--- src/rtl/mips_pkg.sv ---
// mips_pkg: opcode, funct and REGIMM rt encodings shared by the MIPS pipeline decoders.
package mips_pkg;
    localparam logic [5:0] OP_SPECIAL = 6'h00, OP_REGIMM = 6'h01, OP_J = 6'h02, OP_JAL = 6'h03;
    localparam logic [5:0] OP_BEQ = 6'h04, OP_BNE = 6'h05, OP_BLEZ = 6'h06, OP_BGTZ = 6'h07;
    localparam logic [5:0] OP_ADDI = 6'h08, OP_ADDIU = 6'h09, OP_SLTI = 6'h0A, OP_SLTIU = 6'h0B;
    localparam logic [5:0] OP_ANDI = 6'h0C, OP_ORI = 6'h0D, OP_XORI = 6'h0E, OP_LUI = 6'h0F;
    localparam logic [5:0] OP_LB = 6'h20, OP_LH = 6'h21, OP_LW = 6'h23, OP_LBU = 6'h24, OP_LHU = 6'h25;
    localparam logic [5:0] OP_SB = 6'h28, OP_SH = 6'h29, OP_SW = 6'h2B;
    localparam logic [5:0] FN_SLL = 6'h00, FN_SRL = 6'h02, FN_SRA = 6'h03;
    localparam logic [5:0] FN_SLLV = 6'h04, FN_SRLV = 6'h06, FN_SRAV = 6'h07;
    localparam logic [5:0] FN_JR = 6'h08, FN_JALR = 6'h09;
    localparam logic [5:0] FN_MFHI = 6'h10, FN_MTHI = 6'h11, FN_MFLO = 6'h12, FN_MTLO = 6'h13;
    localparam logic [5:0] FN_MULT = 6'h18, FN_MULTU = 6'h19, FN_DIV = 6'h1A, FN_DIVU = 6'h1B;
    localparam logic [5:0] FN_ADD = 6'h20, FN_ADDU = 6'h21, FN_SUB = 6'h22, FN_SUBU = 6'h23;
    localparam logic [5:0] FN_AND = 6'h24, FN_OR = 6'h25, FN_XOR = 6'h26, FN_NOR = 6'h27;
    localparam logic [5:0] FN_SLT = 6'h2A, FN_SLTU = 6'h2B;
    localparam logic [4:0] RT_BLTZ = 5'd0, RT_BGEZ = 5'd1;
endpackage

--- src/rtl/mips_ctrl.sv ---
// mips_ctrl: one-hot instruction decode of a MIPS word plus a sticky flag for unsupported encodings.
module mips_ctrl
    import mips_pkg::*;
(
    input  logic        clk,
    input  logic        reset,
    input  logic [31:0] I,
    output logic lb, lbu, lh, lhu, lw,
    output logic sb, sh, sw,
    output logic add, addu, sub, subu, slt, sltu,
    output logic mult, multu, div, divu,
    output logic sll, srl, sra, sllv, srlv, srav,
    output logic and_, or_, xor_, nor_,
    output logic addi, addiu, andi, ori, xori, lui, slti, sltiu,
    output logic beq, bne, blez, bgtz, bltz, bgez,
    output logic j, jal, jalr, jr,
    output logic mfhi, mflo, mthi, mtlo,
    output logic R,
    output logic illegal_now,
    output logic illegal
);
    logic [5:0] op, fn;
    logic [4:0] rt;
    logic       sp, ri, illegal_d, illegal_q;
    logic       unused_fields;

    assign op = I[31:26];
    assign rt = I[20:16];
    assign fn = I[5:0];
    assign sp = op == OP_SPECIAL;
    assign ri = op == OP_REGIMM;
    assign unused_fields = ^{I[25:21], I[15:6]};

    assign j     = op == OP_J;
    assign jal   = op == OP_JAL;
    assign beq   = op == OP_BEQ;
    assign bne   = op == OP_BNE;
    assign blez  = op == OP_BLEZ;
    assign bgtz  = op == OP_BGTZ;
    assign addi  = op == OP_ADDI;
    assign addiu = op == OP_ADDIU;
    assign slti  = op == OP_SLTI;
    assign sltiu = op == OP_SLTIU;
    assign andi  = op == OP_ANDI;
    assign ori   = op == OP_ORI;
    assign xori  = op == OP_XORI;
    assign lui   = op == OP_LUI;
    assign lb    = op == OP_LB;
    assign lh    = op == OP_LH;
    assign lw    = op == OP_LW;
    assign lbu   = op == OP_LBU;
    assign lhu   = op == OP_LHU;
    assign sb    = op == OP_SB;
    assign sh    = op == OP_SH;
    assign sw    = op == OP_SW;
    assign bltz  = ri && rt == RT_BLTZ;
    assign bgez  = ri && rt == RT_BGEZ;

    assign sll   = sp && fn == FN_SLL;
    assign srl   = sp && fn == FN_SRL;
    assign sra   = sp && fn == FN_SRA;
    assign sllv  = sp && fn == FN_SLLV;
    assign srlv  = sp && fn == FN_SRLV;
    assign srav  = sp && fn == FN_SRAV;
    assign jr    = sp && fn == FN_JR;
    assign jalr  = sp && fn == FN_JALR;
    assign mfhi  = sp && fn == FN_MFHI;
    assign mthi  = sp && fn == FN_MTHI;
    assign mflo  = sp && fn == FN_MFLO;
    assign mtlo  = sp && fn == FN_MTLO;
    assign mult  = sp && fn == FN_MULT;
    assign multu = sp && fn == FN_MULTU;
    assign div   = sp && fn == FN_DIV;
    assign divu  = sp && fn == FN_DIVU;
    assign add   = sp && fn == FN_ADD;
    assign addu  = sp && fn == FN_ADDU;
    assign sub   = sp && fn == FN_SUB;
    assign subu  = sp && fn == FN_SUBU;
    assign and_  = sp && fn == FN_AND;
    assign or_   = sp && fn == FN_OR;
    assign xor_  = sp && fn == FN_XOR;
    assign nor_  = sp && fn == FN_NOR;
    assign slt   = sp && fn == FN_SLT;
    assign sltu  = sp && fn == FN_SLTU;

    // Only SPECIAL encodings that write rd; jr and the HI/LO writers are excluded.
    assign R = add | addu | sub | subu | and_ | or_ | xor_ | nor_ | slt | sltu |
               sll | srl | sra | sllv | srlv | srav | mfhi | mflo | jalr;

    assign illegal_now = ~|{lb, lbu, lh, lhu, lw, sb, sh, sw,
                            add, addu, sub, subu, slt, sltu, mult, multu, div, divu,
                            sll, srl, sra, sllv, srlv, srav, and_, or_, xor_, nor_,
                            addi, addiu, andi, ori, xori, lui, slti, sltiu,
                            beq, bne, blez, bgtz, bltz, bgez, j, jal, jalr, jr,
                            mfhi, mflo, mthi, mtlo};

    always_comb illegal_d = illegal_q | illegal_now;

    always_ff @(posedge clk or posedge reset)
        if (reset) illegal_q <= 1'b0;
        else       illegal_q <= illegal_d;

    assign illegal = illegal_q;
endmodule

--- config.mk ---
export PLATFORM = sky130hd
export DESIGN_NAME = mips_ctrl
export DESIGN_NICKNAME = d
export VERILOG_FILES = /design/src/rtl/mips_pkg.sv /design/src/rtl/mips_ctrl.sv
export SDC_FILE = /design/constraint.sdc
export NUM_CORES = 1
export LEC_CHECK = 0
export ABC_AREA = 1
export CELL_PAD_IN_SITES_DETAIL_PLACEMENT = 1
export CELL_PAD_IN_SITES_GLOBAL_PLACEMENT = 1
export CORE_ASPECT_RATIO = 1.5
export CORE_MARGIN = 2
export CORE_UTILIZATION = 18
export DETAILED_ROUTE_END_ITERATION = 8
export PLACE_DENSITY_LB_ADDON = 0.1
export SYNTH_ARGS = -nofsm -noshare
export SYNTH_HDL_FRONTEND = slang
export SYNTH_SLANG_ARGS = --single-unit
export TNS_END_PERCENT = 100
--- constraint.sdc ---
create_clock -name clk -period 1.8 [get_ports clk]
set_input_delay 0.36 -clock clk [delete_from_list [all_inputs] [get_ports clk]]
set_output_delay 0.36 -clock clk [all_outputs]
set_load 0.05 [all_outputs]
* Yosys cells after proc, flatten, opt, wreduce, memory -nomap -nowiden *
Cells that the tools add are included.

word-level totals
  bits in registers = 1
  word-level logic and storage cells = 102
  output and inout bits = 53

operators by class
  bitwise operators = 19
  equal/unequal tests = 49
  reduce and logical (&&, ||, !) cells = 33

operators by type and width
  cell                  count
  $eq A6 B6 Y1 const B  18
  $eq A6 B4 Y1 const B  10
  $reduce_or A50 Y1     1
  $eq A6 B5 Y1 const B  8
  $eq A6 B3 Y1 const B  7
  $logic_and A1 B1 Y1   28
  $eq A6 B2 Y1 const B  4
  $or A1 B1 Y1          19
  $logic_not A6 Y1      2
  $eq A6 B1 Y1 const B  1
  $eq A5 B1 Y1 const B  1
  $logic_not A5 Y1      1
  $logic_not A1 Y1      1

* Longest topological paths before layout *
  depth after elaboration = 20
  depth in mapped cells = 12

* Worst setup path before layout *
Ideal clock, no wire load.

  kind = input -> output
  start = input I[29]
  end = output lb
  stages on the path = 3
  slack = -679 ps
  buffers on the path = 0
  data arrival time = 2119 ps
  path through = nor2_4 > clkinv_1 > nor4_1

on the way
  cells in the longest elaborated chain, start to end = 1

RTL lines
  item          RTL line         source
  from (decl)   mips_ctrl.sv:7   input logic [31:0] I,
  $eq A6 B6 Y1  mips_ctrl.sv:48  assign lb = op == OP_LB;
  to (decl)     mips_ctrl.sv:8   output logic lb, lbu, lh, lhu, lw,

No other way between the ends.

* Worst setup path in the final report *
  start = input I[29]
  end = output illegal_now

on the way
  cells in the longest elaborated chain, start to end = 4
  elaborated cells on any way between the ends = 54
  classes of those cells = 23 x eq/ne; 31 x reduce/logical

RTL lines
  item                                              RTL line                          source
  $eq A6 B1 Y1 or $logic_not A6 Y1 (tied branches)  mips_ctrl.sv:31, mips_ctrl.sv:30
  $logic_and A1 B1 Y1 (tied with other cells)       mips_ctrl.sv:56                   assign bltz = ri && rt == RT_BLTZ;
  $reduce_or A50 Y1 *                               mips_ctrl.sv:90                   assign illegal_now = ~|{lb, lbu, lh, lhu, lw, sb, sh, sw,
  $logic_not A1 Y1 *                                mips_ctrl.sv:90
  to (decl)                                         mips_ctrl.sv:19                   output logic illegal_now,

Every way passes the cells marked *; elsewhere a longest branch is shown, timed or not.

==> impl_metrics.tcl <==
set metrics [dict create \
    coreArea_sq_mm 0.00512 \
    via_per_inst 4.31 \
    drt-initial-drc-count 55 \
    antenna_found_initial 0 \
    synth-async-reset-ratio_pct 100 \
    synth_nets 237 \
    rsz0062_at_grt "true" \
    worst-path-max-fanout 5 \
    synth_area_sq_um 955 \
    grt_pass1_wl_um 9780 \
    synthFlopType "dfrtp_1" \
    post-route-min-period_ns 2.05 \
    violations "setup timing" \
    fin_crit_sh_pct 114 \
    maxCapViolCount 0 \
    largest_reg_flops 1 \
    yosys-top-cells-count "52 x nor2_1, 48 x nand2_1, 46 x inv_1" \
    crit_required_ns 1.44 \
    die_w_um 63.5 \
    num_io_pins 87 \
    synth_area_leaders "nor2_1 20%, nand2_1 19%, inv_1 18%" \
    hold_start "illegal" \
    synth_cell_types 23 \
    outcome "finished with violations" \
    dr.pass1.iters 3 \
    endpoint_kind "output port" \
    clkTransAtPathRegs_ns 0 \
    syn-mean-instance-area_sq_um 4.70 \
    place_congestion 0.845 \
    yosysSeqAreaShare_pct 2.62 \
    antenna_cells 0 \
    drive_above_1_share_pct 72.2 \
    die_y_um 93.2 \
    fin_setup_tns_ns -0.588 \
    final.setup_skew_ns 0 \
    fp-row-count 32 \
    overflow 0 \
    wirelength_um 6490 \
    layout.nets 381 \
    drc 0 \
    peakVddDrop_mv 0.0753 \
    io_buffers 71 \
    syn2layout_area_growth_pct 249 \
    grt_pass1_vias 2067 \
    yosysWarnings 0 \
    clkLatencyLatePin_ns 0 \
    arrival_ns 1.69 \
    max_stage_delay_ns 0.17 \
    slew_headroom_pct 72.9 \
    r2r_start "illegal" \
    initial_core_util_pct 18.6 \
    fin_util_pct 64.9 \
    startpoint_type "primary input" \
    finalSetupViolCount 6 \
    final.setup.worst_slack_ns -0.252 \
    p_total_mw 0.392 \
    synth-edff-count 0 \
    crit_start "I[29]" \
    max_freq_mhz 487 \
    p_leak_nw 1.63 \
    vias 1782 \
    tightest_slew_ns 0.404 \
    yosys.area.top_type_share_pct 20.4 \
    yosysMostFrequentCell "nor2_1" \
    synth_area_leader_cell "nor2_1" \
    cts_hold_buf 0 \
    grt_use_total_pct 20.6 \
    timing_hold_violations_final 0 \
    worstHoldPathType "flop to flop" \
    place_hpwl_um 4700 \
    crit_type "primary input to output port" \
    place_area_sq_mm 0.00277 \
    p_per_area_mw_per_mm2 118 \
    ys_ff_latch 1 \
    wire_per_inst_um 15.7 \
    design_area_sq_mm 0.00333 \
    crit_chain "buf_6 > nor2_4 > nand3_4 > inv_8 > nand2_8 > a21oi_4 > nor2_2 > nand2_2 > nor2_4 > nand2_2 > clkinvlp_4 > buf_8" \
    grt_max_degree 9 \
    cpMaxStageDelayCell "nand3_4" \
    final_max_slew_viol_count 0 \
    dieArea_sq_mm 0.00591 \
    ant_nets 0 \
    syn_inst 203 \
]
[critical path, delay by kind of cell]
family                 cells  cell delay, ns
AND/OR/NAND/NOR            7            0.70
buffers and inverters      4            0.49
AO/OA/AOI/OAI              1            0.13
[layout make-up]
| type | instances | area (sq um) |
|---|---|---|
| repair buffers | 143 | 1830 |
| fillers | 605 | 1800 |
| multi-input cells | 146 | 1170 |
| inverters | 54 | 219 |
| well taps | 68 | 85.1 |
| flip-flops and latches | 1 | 25.0 |
| repair inverters | 1 | 6.26 |
[where the power goes]
part / internal, mW / switching (mW) / total, mW
combinational: 0.159 / 0.210 / 0.369
clock: 0 / 0 / 0
sequential: 0.0229 / 0 / 0.0229
[placed cells by master (no fill, tap or decap), drive strengths merged]
master and count:
buf 133, nor2 64, inv 54, nand2 53
nand3 15, nor3 5, dlymetal6s2s 4, clkbuf 4
o21ai 3, a21oi 3, clkdlybuf4s50 2, nor4 2
a41oi 1, clkinvlp 1, dfrtp 1
[final timing paths]
kind | to | slack [ns] | cells past startpoint
min reg2reg | illegal | 0.46 | 2
min | illegal | 0.46 | 2
min in group asynchronous | illegal | 0.51 | 2
max reg2reg | illegal | 1.23 | 2
max in group asynchronous | illegal | 1.20 | 2
max | illegal_now | -0.25 | 12
[stage by stage]
| stage | hold WS [ns] | setup slack, ns | instances |
|---|---|---|---|
| detailed placement | 0.463 | -0.899 | 396 |
| CTS | 0.465 | -0.298 | 409 |
| global placement | 0.453 | -0.827 | 396 |
| floorplan | 0.0887 | -0.363 | 203 |
| finish | 0.458 | -0.252 | 413 |
| global route | 0.509 | -0.370 | 413 |
[cell families (layout without fill, tap and decap cells)]
group                  count (synthesis)  count (layout)  share of synthesized area [%]
AOI/OAI and AO/OA                      7               7                           4.85
buffers and inverters                 56             198                           23.5
DFF                                    1               1                           2.62
and+or+nand+nor                      139             139                           69.1
[per-layer routing]
| metal | global-route usage [%] | vias to the layer above | wire length [um] |
|---|---|---|---|
| li1 | - | 880 | - |
| met1 | 17.0 | 835 | 1900 |
| met2 | 48.6 | 55 | 4220 |
| met3 | 2.17 | 12 | 232 |
| met4 | 3.44 | 0 | 141 |
| met5 | 0 | - | 0 |
[what timing repair did]
item                                    in CTS  in global routing
cloned                                       2                  0
gates resized for setup                    116                 77
setup buffers                               12                  7
endpoints found under the setup margin      53                 40
pin swaps                                   19                 34
Power figures use the tool's default switching activity.
